File: config.mk
export PLATFORM = sky130hd
export DESIGN_NAME = reaction_round_ctrl
export DESIGN_NICKNAME = d
export VERILOG_FILES = /design/src/rtl/reaction_round_ctrl.sv
export SDC_FILE = /design/constraint.sdc
export NUM_CORES = 1
export LEC_CHECK = 0
export CAP_MARGIN = 20
export CORE_MARGIN = 2
export CORE_UTILIZATION = 57
export DETAILED_ROUTE_END_ITERATION = 10
export PLACE_DENSITY = 0.86
export RECOVER_POWER = 100
export SYNTH_ARGS = -nofsm -noshare
export SYNTH_HDL_FRONTEND = slang
export SYNTH_SLANG_ARGS = --single-unit
export TNS_END_PERCENT = 30
File: constraint.sdc
create_clock -name clk -period 3.34 [get_ports clk]
set_input_delay 0.501 -clock clk [delete_from_list [all_inputs] [get_ports clk]]
set_output_delay 0.501 -clock clk [all_outputs]
set_load 0.05 [all_outputs]
File: src/rtl/reaction_round_ctrl.sv
// rtl/reaction_round_ctrl.sv - reaction-game session sequencer: foreperiod, GO cue, timing, fouls, best time
module reaction_round_ctrl #(
    parameter int MIN_WAIT_MS = 1000,
    parameter int RAND_BITS   = 12,
    parameter int MAX_RT_MS   = 9999,
    parameter int ROUNDS      = 4
) (
    input  logic        clk,
    input  logic        rst,
    input  logic        tick_1ms,
    input  logic        btn_start,
    input  logic        btn_react,
    input  logic [13:0] rand_value,
    output logic [13:0] number,
    output logic [1:0]  mode,
    output logic [15:0] led,
    output logic        session_done
);

    localparam logic [13:0] MAX_RT    = 14'(MAX_RT_MS);
    localparam logic [13:0] MIN_WAIT  = 14'(MIN_WAIT_MS);
    localparam logic [13:0] RAND_MASK = 14'((1 << RAND_BITS) - 1);
    localparam logic [3:0]  ROUNDS_N  = 4'(ROUNDS);

    localparam logic [2:0] S_IDLE    = 3'd0;
    localparam logic [2:0] S_ARM     = 3'd1;
    localparam logic [2:0] S_GO      = 3'd2;
    localparam logic [2:0] S_RESULT  = 3'd3;
    localparam logic [2:0] S_FOUL    = 3'd4;
    localparam logic [2:0] S_TIMEOUT = 3'd5;
    localparam logic [2:0] S_DONE    = 3'd6;

    logic [2:0]  state;
    logic [13:0] wait_cnt;
    logic [13:0] rt;
    logic [13:0] best;
    logic [3:0]  rounds;
    logic        start_q;
    logic        react_q;
    logic        start_press;
    logic        react_press;
    logic [13:0] foreperiod;

    logic [13:0] number_next;
    logic [1:0]  mode_next;
    logic [15:0] led_next;

    assign start_press = btn_start & ~start_q;
    assign react_press = btn_react & ~react_q;
    assign foreperiod  = MIN_WAIT + (rand_value & RAND_MASK);

    // Button history; reset to 1 so a button held through reset release never looks like a fresh press
    always_ff @(posedge clk or negedge rst) begin
        if (!rst) begin
            start_q <= 1'b1;
            react_q <= 1'b1;
        end else begin
            start_q <= btn_start;
            react_q <= btn_react;
        end
    end

    // Session FSM with foreperiod countdown, reaction counter and best-time record
    always_ff @(posedge clk or negedge rst) begin
        if (!rst) begin
            state    <= S_IDLE;
            wait_cnt <= '0;
            rt       <= '0;
            best     <= MAX_RT;
            rounds   <= '0;
        end else begin
            case (state)
                S_IDLE: begin
                    if (start_press) begin
                        wait_cnt <= foreperiod;
                        rounds   <= '0;
                        state    <= S_ARM;
                    end
                end
                S_ARM: begin
                    // A press coinciding with the final tick is still a false start
                    if (react_press) begin
                        state <= S_FOUL;
                    end else if (tick_1ms) begin
                        // <=1 also covers a zero foreperiod: GO on the next tick
                        if (wait_cnt <= 14'd1) begin
                            rt    <= '0;
                            state <= S_GO;
                        end else begin
                            wait_cnt <= wait_cnt - 14'd1;
                        end
                    end
                end
                S_GO: begin
                    // The press wins over a simultaneous tick, so rt is captured un-incremented
                    if (react_press) begin
                        if (rt < best) begin
                            best <= rt;
                        end
                        rounds <= rounds + 4'd1;
                        state  <= S_RESULT;
                    end else if (tick_1ms) begin
                        if (rt >= MAX_RT - 14'd1) begin
                            rt    <= MAX_RT;
                            state <= S_TIMEOUT;
                        end else begin
                            rt <= rt + 14'd1;
                        end
                    end
                end
                S_RESULT: begin
                    if (start_press) begin
                        if (rounds == ROUNDS_N) begin
                            state <= S_DONE;
                        end else begin
                            wait_cnt <= foreperiod;
                            state    <= S_ARM;
                        end
                    end
                end
                S_FOUL, S_TIMEOUT: begin
                    if (start_press) begin
                        wait_cnt <= foreperiod;
                        state    <= S_ARM;
                    end
                end
                S_DONE: begin
                    if (start_press) begin
                        state <= S_IDLE;
                    end
                end
                default: state <= S_IDLE;
            endcase
        end
    end

    // Display and LED values derived from the current state
    always_comb begin
        number_next = number;
        mode_next   = 2'd0;
        led_next    = '0;
        case (state)
            S_IDLE, S_DONE: begin
                number_next = best;
                mode_next   = 2'd0;
            end
            S_ARM, S_GO: begin
                mode_next = 2'd1;
            end
            S_RESULT: begin
                number_next = rt;
                mode_next   = 2'd2;
            end
            S_FOUL, S_TIMEOUT: begin
                number_next = MAX_RT;
                mode_next   = 2'd3;
            end
            default: begin
                mode_next = 2'd0;
            end
        endcase
        for (int i = 0; i < 14; i++) begin
            if (i < ROUNDS) begin
                led_next[i] = (rounds > 4'(i));
            end
        end
        led_next[15] = (state == S_GO);
        led_next[14] = (state == S_FOUL) || (state == S_TIMEOUT);
    end

    // Output registers, one cycle behind the state they reflect
    always_ff @(posedge clk or negedge rst) begin
        if (!rst) begin
            number       <= MAX_RT;
            mode         <= 2'd0;
            led          <= '0;
            session_done <= 1'b0;
        end else begin
            number       <= number_next;
            mode         <= mode_next;
            led          <= led_next;
            session_done <= (state == S_DONE);
        end
    end

endmodule

==> results.py <==
metrics = {
    "pwr": {
        "power.density_nw_per_um2": 745,
        "power.leakage_uw": 0.00242,
        "intPower_uw": 2260,
        "switching_power_uw": 1670,
        "seqPwrFrac": 0.362,
        "pwr-share-comb": 0.445,
        "peakVddDrop_v": 0.000336,
        "swShare": 0.425,
        "clockPowerShare": 0.193,
    },
    "detailed_routing": {
        "drt_iter0_drc": 222,
        "num_vias": 3811,
        "firstDrtPassIters": 5,
        "antenna_left": 0,
        "via_per_inst": 6.18,
        "wl_per_cell_um": 16.6,
        "routed_wl_mm": 10.2,
        "drc_errors": 0,
    },
    "min_path": {
        "hold_path_class": "reg2reg",
    },
    "grt": {
        "overflow": 0,
        "grtUsageMet3": 0.0519,
        "grt_max_degree": 40,
        "grt_pass1_wl_mm": 17.5,
        "grt_antenna_before_repair": 0,
        "grt_use_total": 0.248,
        "use_met1": 0.314,
        "busiest_layer": "met2",
        "first_global_vias": 3694,
        "grtUsageMet2": 0.433,
    },
    "die": {
        "fp.dieH_um": 94.4,
        "num_rows": 32,
        "dieArea_um2": 8910,
        "coreArea_um2": 7810,
        "initial_utilization": 0.597,
        "ios": 52,
        "fp.dieW_um": 94.4,
    },
    "setup_path": {
        "cp-start-kind": "flop",
        "arrival_ps": 2990,
        "critPathMaxFanout": 20,
        "cp-end-kind": "flop",
        "crit_type": "reg2reg",
        "reg2reg_slack_ps": 580,
        "required_ps": 3570,
    },
    "clock_tree": {
        "cts_buffers": 9,
        "post_cts.repair.setup_buffers": 0,
        "cts.clk_slew.worst_paths_ps": 70,
        "clk_path_buf_depth": 2,
        "cts_root_buffer": "clkbuf_8",
        "cts.sinks": 74,
        "hold_buffers": 0,
        "cts_tree": "yes",
        "cts-resized-gates": 0,
        "insertion_delay_ps": 350,
        "cts_max_level": 3,
    },
    "placed_design": {
        "pre_cts_ws_ps": 720,
        "dp.cells": 601,
        "io_buffers": 39,
        "dpl.hpwl_mm": 7.22,
        "place_congestion": 0.939,
    },
    "timing": {
        "min_period_ps": 2760,
        "max_freq_mhz": 362,
        "setup_tns_ps": 0,
        "finalWorstSetupSlack_ps": 578,
        "hold_viol": 0,
        "tightest_slew_ps": 1900,
        "period_share": 0.827,
        "clock_skew_ps": 8.78,
        "setup_violations": 0,
        "slew_violations": 37,
        "max-slew-margin-rel": -0.269,
        "rsz0062_at_grt": "no",
    },
    "synth": {
        "syn_area_um2": 4660,
        "avgSynthCellArea_um2": 9.85,
        "synth_ff_type": "dfrtp_1",
        "async_flop_share": 1.00,
        "synth_cells": 473,
        "ys_seq_area_frac": 0.402,
        "ys_seq_elements": 74,
        "ys_types": 63,
        "synth_edf_count": 0,
        "yosys_warnings": 0,
    },
    "finish": {
        "num_antenna_cells": 0,
        "instances_no_fill": 617,
        "syn2layout_area_growth_pct": 13.1,
        "final_util": 0.675,
        "nNetsFinal": 552,
        "drive_gt1_frac": 0.118,
    },
    "job": {
        "max-cap-violations": 1,
    },
    "run_status": {
        "violations": "capacitance limit, slew limit",
        "status": "finished, violations left",
    },
}
cell usage in the layout, fill, tap and decap left out, types with 5 or more instances in the layout:
master,count
xor2_1,5
and3_1,7
mux2_1,6
o21ai_0,19
ha_1,23
a22oi_1,9
mux2i_1,33
clkbuf_8,10
a21oi_1,28
a31oi_1,6
nand4_1,12
dlygate4sd3_1,25
inv_1,30
clkdlybuf4s50_1,13
dfstp_2,18
nand3_1,21
xnor2_1,8
nor4_1,5
nand2b_1,8
conb_1,10
o22ai_1,12
nor3_1,10
a22o_1,6
a21o_1,7
nand2_1,25
nor2_1,19
dfrtp_1,56
o211ai_1,5
mux2_2,6
buf_4,9
cells in the mapped netlist (12+ instances only):
master / instances / area (um^2)
ha_1: 23 / 288
nand3_1: 21 / 105
mux2i_1: 33 / 330
clkbuf_1: 16 / 60.1
nand4_1: 12 / 75.1
a21oi_1: 28 / 140
dfstp_2: 18 / 473
o22ai_1: 12 / 75.1
inv_1: 30 / 113
nor2_1: 19 / 71.3
dfrtp_1: 56 / 1400
o21ai_0: 19 / 95.1
nand2_1: 25 / 93.8
per-stage QoR:
stage	total power (uW)	hold slack, ps	cell area, um^2
6_report	3930	521	5270
2_1_floorplan	2740	205	4690
3_3_place_gp	3150	502	5100
5_1_grt	4180	549	5270
4_1_cts	4000	266	5320
3_5_place_dp	3220	504	5100
per-layer routing:
metal	share of wire	up-vias
met5	0	-
met4	0.012	0
met3	0.042	14
met2	0.52	109
met1	0.42	1892
li1	-	1796
area by class of cell:
| class | instances | area (um^2) |
|---|---|---|
| fill | 626 | 2540 |
| multi-input combinational | 345 | 2480 |
| sequential | 74 | 1870 |
| timing repair buffer | 49 | 457 |
| clock buffer | 11 | 141 |
| tap | 102 | 128 |
| inverter | 31 | 116 |
| clock inverter | 5 | 77.6 |
path summary, 6_finish.rpt:
path,start,to,depth (start not counted)
max reg2reg,state[0],best[4],6
max in group asynchronous,rst,wait_cnt[9],2
max,state[0],best[4],6
min,wait_cnt[9],wait_cnt[9],1
min reg2reg,wait_cnt[9],wait_cnt[9],1
min in group asynchronous,rst,led[1],1
flip-flops by register name, summed over array words and instances (netlist names):
signal,count
session_done,1
rt,14
best,14
led,6
wait_cnt,14
mode,2
state,3
number,14
start_q,1
react_q,1
rounds,4
cell families after synthesis:
group | synth area share
fa+ha+maj | 0.0618
compound gates | 0.185
buf+inv | 0.0655
mux | 0.105
xor+xnor | 0.0244
other cells | 0.000805
simple gates | 0.155
flops | 0.402
critical path: stages, from the launching register on:
cell and delay (ps):
dfrtp_1 690, or3b_1 740, nor2_8 230, o211ai_1 160, a211oi_4 260, buf_4 210
mux2_1 340
power groups by stage:
stage | clock network [uW] | registers (uW) | logic [uW]
after floorplan | 0 | 1680 | 1050
after global placement | 0 | 1420 | 1730
after detailed placement | 0 | 1440 | 1790
after CTS | 777 | 1420 | 1800
after global routing | 817 | 1460 | 1900
final | 758 | 1420 | 1750
(Power assumes the default switching activity.)
